[config.mk]
export PLATFORM = sky130hd
export DESIGN_NAME = div8u_by4u_seq
export DESIGN_NICKNAME = d
export VERILOG_FILES = /design/src/rtl/div_pkg.sv /design/src/rtl/div_step.sv /design/src/rtl/div8u_by4u_seq.sv
export SDC_FILE = /design/constraint.sdc
export NUM_CORES = 1
export LEC_CHECK = 0
export CORE_MARGIN = 10
export CORE_UTILIZATION = 40
export CTS_CLUSTER_SIZE = 28
export DETAILED_ROUTE_END_ITERATION = 6
export PLACE_DENSITY = 0.77
export RECOVER_POWER = 50
export SYNTH_ARGS = -nofsm -noshare
export SYNTH_HDL_FRONTEND = slang
export SYNTH_SLANG_ARGS = --single-unit
export TNS_END_PERCENT = 30
[constraint.sdc]
create_clock -name clk -period 2.3 [get_ports clk]
set_clock_uncertainty 0.15 [all_clocks]
set_input_delay 0.46 -clock clk [delete_from_list [all_inputs] [get_ports clk]]
set_output_delay 0.46 -clock clk [all_outputs]
set_load 0.005 [all_outputs]
[src/rtl/div_pkg.sv]
// Shared types and width helpers for the sequential restoring divider.
// Holds the FSM state encoding and the step-counter width derivation.
package div_pkg;

    typedef enum logic [1:0] {
        IDLE = 2'd0,
        BUSY = 2'd1,
        DONE = 2'd2
    } state_t;

    localparam int DIV_N_DEF = 4;

    // The counter must be able to hold the values 0..N.
    function automatic int cnt_width(input int n);
        return $clog2(n + 1);
    endfunction

    localparam int DIV_CNT_W = cnt_width(DIV_N_DEF);

endpackage

[src/rtl/div_step.sv]
// One combinational restoring-division step.
// Ports: i_p partial remainder, i_bit next dividend bit, i_div divisor,
//        o_p updated partial remainder, o_qbit quotient bit produced.
module div_step
    import div_pkg::*;
#(
    parameter int N = 4
) (
    input  logic [N-1:0] i_p,
    input  logic         i_bit,
    input  logic [N-1:0] i_div,
    output logic [N-1:0] o_p,
    output logic         o_qbit
);

    logic [N:0] w_t;

    assign w_t    = {i_p, i_bit};
    assign o_qbit = (w_t >= {1'b0, i_div});

    // Only the low N bits of the new remainder can influence anything:
    // the next step shifts the top bit out and the result is P[N-1:0].
    assign o_p = o_qbit ? N'(w_t - {1'b0, i_div}) : w_t[N-1:0];

endmodule

[src/rtl/div8u_by4u_seq.sv]
// Sequential unsigned divider: 2N-bit dividend by N-bit divisor, one
// restoring step per cycle, valid/ready on both sides.
// Ports: clk, rst_n (async, active-low); in_valid/in_ready with dividend,
//        divisor; out_valid/out_ready with quotient, remainder, err.
// Option: define DIV_OVF_DET_EN to flag divide-by-zero / quotient
//         overflow at acceptance (err=1, quotient all ones, remainder 0,
//         result after one cycle). Without it err is tied low.
module div8u_by4u_seq
    import div_pkg::*;
#(
    parameter int N = 4
) (
    input  logic           clk,
    input  logic           rst_n,
    input  logic           in_valid,
    output logic           in_ready,
    input  logic [2*N-1:0] dividend,
    input  logic [N-1:0]   divisor,
    output logic           out_valid,
    input  logic           out_ready,
    output logic [N-1:0]   quotient,
    output logic [N-1:0]   remainder,
    output logic           err
);

    localparam int CNT_W = cnt_width(N);

    state_t           r_state;
    state_t           w_state_nxt;
    logic [N-1:0]     r_p;
    logic [N-1:0]     r_sh;
    logic [N-1:0]     r_div;
    logic [N-1:0]     r_quo;
    logic [CNT_W-1:0] r_cnt;
    logic             w_accept;
    logic             w_last;
    logic             w_ovf;
    logic             w_qbit;
    logic [N-1:0]     w_p_nxt;

    assign w_accept = in_valid && in_ready;
    assign w_last   = (r_cnt == CNT_W'(N - 1));

`ifdef DIV_OVF_DET_EN
    logic r_err;

    // A high half at or above the divisor cannot yield an N-bit quotient.
    assign w_ovf = (divisor == '0) || (dividend[2*N-1:N] >= divisor);
    assign err   = r_err;
`else
    assign w_ovf = 1'b0;
    assign err   = 1'b0;
`endif

    div_step #(
        .N(N)
    ) u_step (
        .i_p   (r_p),
        .i_bit (r_sh[N-1]),
        .i_div (r_div),
        .o_p   (w_p_nxt),
        .o_qbit(w_qbit)
    );

    always_ff @(posedge clk or negedge rst_n) begin
        if (!rst_n) begin
            r_state <= IDLE;
        end else begin
            r_state <= w_state_nxt;
        end
    end

    always_comb begin
        w_state_nxt = r_state;
        unique case (r_state)
            IDLE: begin
                if (w_accept) begin
                    w_state_nxt = w_ovf ? DONE : BUSY;
                end
            end
            BUSY: begin
                if (w_last) begin
                    w_state_nxt = DONE;
                end
            end
            DONE: begin
                if (out_ready) begin
                    w_state_nxt = IDLE;
                end
            end
            default: w_state_nxt = IDLE;
        endcase
    end

    always_comb begin
        in_ready  = 1'b0;
        out_valid = 1'b0;
        unique case (r_state)
            IDLE:    in_ready  = 1'b1;
            DONE:    out_valid = 1'b1;
            default: ;
        endcase
    end

    always_ff @(posedge clk or negedge rst_n) begin
        if (!rst_n) begin
            r_p   <= '0;
            r_sh  <= '0;
            r_div <= '0;
            r_quo <= '0;
            r_cnt <= '0;
`ifdef DIV_OVF_DET_EN
            r_err <= 1'b0;
`endif
        end else if (w_accept) begin
            r_sh  <= dividend[N-1:0];
            r_div <= divisor;
            r_cnt <= '0;
`ifdef DIV_OVF_DET_EN
            r_err <= w_ovf;
`endif
            if (w_ovf) begin
                r_p   <= '0;
                r_quo <= '1;
            end else begin
                r_p   <= dividend[2*N-1:N];
                r_quo <= '0;
            end
        end else if (r_state == BUSY) begin
            r_p   <= w_p_nxt;
            r_sh  <= {r_sh[N-2:0], 1'b0};
            r_quo <= {r_quo[N-2:0], w_qbit};
            r_cnt <= r_cnt + 1'b1;
        end
    end

    assign quotient  = r_quo;
    assign remainder = r_p;

endmodule

Word level (Yosys, flattened, before mapping)
Index checks and enable logic that the tools add are counted.

operators by class
  reduce and logical (&&, ||, !) cells = 4
  order comparisons = 1
  $add $sub $neg = 2
  equal/unequal tests = 6
  muxes and demuxes = 15

operators with widths
  kind                                                                    count
  4-bit 2-to-1 mux                                                        7
  2-bit 2-to-1 mux                                                        3
  3-bit 2-to-1 mux                                                        2
  2-bit != test (second input constant)                                   3
  2-bit case mux with 3 select lines                                      1
  5-bit by 4-bit >= comparator with 1-bit output                          1
  4-bit subtractor                                                        1
  3-bit by 1-bit adder with 3-bit output (second input constant)          1
  3-bit by 2-bit equality test with 1-bit output (second input constant)  1
  3-bit AND reduction                                                     1
  2-bit by 1-bit equality test with 1-bit output (second input constant)  1
  2-bit equality test (second input constant)                             1
  2-bit logical NOT                                                       1
  1-bit 2-to-1 mux                                                        2
  2-bit nonzero test                                                      1
  1-bit logical AND                                                       1

word-level totals
  input bits = 16
  bits in registers = 21
  output and inout port bits = 11
  logic and storage cells = 34

Longest topological paths before layout
Gate-level depths: netlist (run 1).

  word-level depth = 5
  depth in mapped cells = 7

By module
Synthesis (run 1) repeated with hierarchy kept, for this count alone.

second synthesis, totals
  cells, all modules = 110
  area total of the unflattened synthesis = 1,188.6 µm²

by module, submodules not included
  module          times used  area an instance (µm²)  cells each
  div8u_by4u_seq  1           964.7                   82
  div_step        1           224.0                   28

Worst setup path before layout (run 1)
No wires, ideal clock.

  path type = register -> register
  start point = register r_sh[3]
  end point = register r_p[0] (netlist: remainder[0])
  path slack = 0.592 ns
  cell stages (with the launch flop) = 7
  library setup time = 0.082 ns
  period minus slack after synthesis = 1.708 ns
  arrival = 1.476 ns
  cell sequence = dfrtp_1 -> inv_1 -> ha_1 -> or3b_1 -> a21oi_2 -> o211ai_1 -> a31oi_1

on the way
  longest elaborated chain between the ends = 4
  elaborated cells on any way between the ends = 5

RTL lines
  element                                                                                    RTL line                        source
  start: declaration                                                                         div8u_by4u_seq.sv:31            logic [N-1:0] r_sh;
  start signal: assignment                                                                   div8u_by4u_seq.sv:116           r_sh <= dividend[N-1:0];
  start signal: assignment                                                                   div8u_by4u_seq.sv:131           r_sh <= {r_sh[N-2:0], 1'b0};
  4-bit subtractor / 5-bit by 4-bit >= comparator with 1-bit output (equally long branches)  div_step.sv:23, div_step.sv:19
  4-bit 2-to-1 mux *                                                                         div_step.sv:23                  assign o_p = o_qbit ? N'(w_t - {1'b0, i_div}) : w_t[N-1:0];
  4-bit 2-to-1 mux *                                                                         div8u_by4u_seq.sv:129           end else if (r_state == BUSY) begin
  4-bit 2-to-1 mux *                                                                         div8u_by4u_seq.sv:115           end else if (w_accept) begin
  end signal: assignment                                                                     div8u_by4u_seq.sv:126           r_p <= dividend[2*N-1:N];
  end signal: assignment                                                                     div8u_by4u_seq.sv:130           r_p <= w_p_nxt;
  end: declaration                                                                           div8u_by4u_seq.sv:30            logic [N-1:0] r_p;

Every way passes the cells marked *; elsewhere a longest branch is shown, timed or not. The select of a mux whose other input is x is not followed.
A chain may end at the register's enable or synchronous reset.

Final worst setup path (run 1)
  start point = register r_state[1]
  end point = output out_valid

on the way
  longest elaborated chain between the ends = 2

RTL lines
  element                   RTL line              source
  start: declaration        div8u_by4u_seq.sv:28  state_t r_state;
  start signal: assignment  div8u_by4u_seq.sv:69  r_state <= w_state_nxt;
  2-bit equality test       div8u_by4u_seq.sv:98  unique case (r_state)
  1-bit 2-to-1 mux          div8u_by4u_seq.sv:98
  end: declaration          div8u_by4u_seq.sv:19  output logic out_valid,

Every way passes these cells.

==> results.cfg, run 1 <==
[drt]
drc = 0
final_antenna_net_count = 0
routedWlPerCell_um = 16.90
vias_per_cell = 5.862
vias = 1061
drt_iter0_markers = 83
drt-pass1-iter-count = 4
wl_um = 3058

[power]
combPwrFrac = 0.588
powerDensity_nw_per_um2 = 1528
ir_worst_vdd_mv = 0.8421
swShare = 0.4440
internal_power_mw = 1.255
p_seq_frac = 0.330
p_switching_mw = 1.002
total_leakage_power_nw = 0.6310
power_frac_clock = 0.083
p_total_mw = 2.257

[final_layout]
syn_to_final_growth_pct = 24.84
final_util = 0.5313
multi_input_area_um2 = 583.1
finalNetCount = 174
seq_area_um2 = 525.5
num-fill-cells = 267
n_antenna_cell = 0
drive_above_1_share = 0.06000

[worst_setup_path]
cp_num_buf_inv = 2
slowest_stage = dfrtp_1
crit_family = buffers and inverters
reg2reg_to = remainder[0]
crit_chain = inv_2, nor2_1, clkdlybuf4s50_1
r2r_setup_slack_ns = 0.39
cpPeakStageDelay_ns = 0.54
rr_worst_depth = 6
worst_setup_path_end_kind = output pin
worstPathArrival_ns = 1.60
r2r-start = r_sh[3]
critPathRequiredTime_ns = 1.69
crit_type = flip-flop to output pin
cp_max_fo = 9
startpoint_type = flip-flop

[global_route]
overflow = 0
grt_antenna_before_repair = 0
grt_start_max_net_pins = 22
grt_util_all_layers = 0.1181
grt_pass1_wl_um = 5237
grt_pass1_vias = 1113

[sta]
holdWs_ns = 0.3600
finalCritPeriodShare = 0.9589
relSlewSlack = 0.2263
drv_slew = 0
tns_ns = 0
finalHoldViolCount = 0
setup_violations = 0
max_freq_mhz = 453.4
worst_slew_pin_slew_ns = 1.161
rsz0062_at_grt = no
fin_crit_ns = 2.206
setup_slack_ns = 0.09446

[hold_path]
hold_class = flip-flop to flip-flop
min_from = r_cnt[0]
whs_path_depth = 1
holdPathEnd = r_cnt[0]

[die]
start_util = 0.4256
rows = 19
die_width_um = 74.40
die_y_um = 74.40
die-area_um2 = 5535
core_area_um2 = 2781
num_io_pins = 27

[cts]
cts-resized-gates = 0
cts_setup_buffers = 0
cts_tree = built
clockBufferDepth = 2
htreeDepth = 1
clkSinkCount = 21
clock_latency_ns = 0.31
clk_pin_slew_ns = 0.13
root_buffer = clkbuf_4
cts_hold_buffers = 0
cts_buffers = 3

[placement]
dpl.hpwl_um = 2408
place.gp.congestion = 0.8966
post-place-ws_ns = 0.3218
portBuffers = 25

[synth]
yosysTopAreaCell = dfrtp_1
synth_commonest_cells = dfrtp_1, o21ai_0, nand2_1
synth_most_common_cell = dfrtp_1
synth_seq_cells = 21
yosysUniqueCellTypes = 38
synth_area_um2 = 1184
synth-main-ff-cell = dfrtp_1
syn_nets = 146
synth_area_leaders = dfrtp_1, ha_1, o21ai_0, o22ai_1, a22o_1
synth_edf_count = 0
yosys_warnings = 0
synth_top_cell_area_share = 0.4440
synth_cells = 123
syn_area_per_cell_um2 = 9.623
synth_seq_area_share = 0.4440
synth-async-reset-ratio = 1.000

[run]
cap_violations = 0

[status]
status = finished clean
area by class of cell:
class                           count  area share
Timing Repair Buffer               27      0.1770
Sequential cell                    21      0.3556
Multi-Input combinational cell     87      0.3946
Clock buffer                        3     0.01524
Inverter                           11     0.02794
Tap cell                           31     0.02625
Clock inverter                      1    0.003387
placed cells by master, fill, tap and decap left out, types with 4 or more instances in the layout:
master,synthesis,final
clkdlybuf4s50_1,0,24
dfrtp_1,21,21
o21ai_0,10,10
nand2_1,9,9
inv_1,8,8
nor2_1,7,8
o22ai_1,7,7
a21oi_1,6,6
ha_1,6,6
a22o_1,4,4
a31oi_1,4,4
cell families after synthesis:
family | count (synthesis) | share of synthesized area
AO/OA/AOI/OAI | 50 | 0.2854
AND/OR/NAND/NOR | 27 | 0.1163
flip-flops | 21 | 0.4440
buffers and inverters | 15 | 0.05391
adder cells (fa/ha/maj) | 7 | 0.08034
other | 1 | 0.003168
XOR/XNOR | 1 | 0.007401
multiplexers | 1 | 0.009513
through the flow:
step                std cells  instance area (µm²)
floorplan                 123                 1184
global placement          177                 1465
detailed placement        177                 1465
CTS                       181                 1493
global route              181                 1478
finish                    181                 1478
per-layer routing:
| layer | share of wire | GRT usage |
|---|---|---|
| met1 | 0.41 | 0.1363 |
| met2 | 0.51 | 0.2075 |
| met3 | 0.067 | 0.03324 |
| met4 | 0.0098 | 0.03252 |
| met5 | 0 | 0 |
worst max-delay path by stage:
| stage | from | to | slack, ns | cells past startpoint |
|---|---|---|---|---|
| final | r_state[1] | out_valid | 0.09 | 3 |
| after global routing | r_state[1] | out_valid | 0.002 | 3 |
| after CTS | r_state[1] | out_valid | 0.08 | 3 |
| after detailed placement | in_valid | r_div[0] | 0.32 | 4 |
| after global placement | in_valid | r_div[0] | 0.35 | 4 |
| after floorplan | r_sh[3] | remainder[0] | 0.59 | 6 |
state kept, by name, summed over array words and instances, names as in the netlist:
name / flops
quotient: 4
r_div: 4
r_sh: 4
remainder: 4
r_cnt: 3
r_state: 2
power by group through the flow:
| stage | registers (mW) | clock network [mW] | logic [mW] |
|---|---|---|---|
| final | 0.744 | 0.187 | 1.33 |
| after global routing | 0.771 | 0.205 | 1.51 |
| after CTS | 0.747 | 0.190 | 1.34 |
| after detailed placement | 0.752 | 0 | 1.35 |
| after global placement | 0.745 | 0 | 1.31 |
| after floorplan | 0.677 | 0 | 0.956 |
(Power assumes the default switching activity.)
==> run 2: changes to the inputs <==
- ABC_CLOCK_PERIOD_IN_PS: default -> 2300
==> results of run 2 <==
No change in the layout: final DEF, timing and power equal those of run 1.
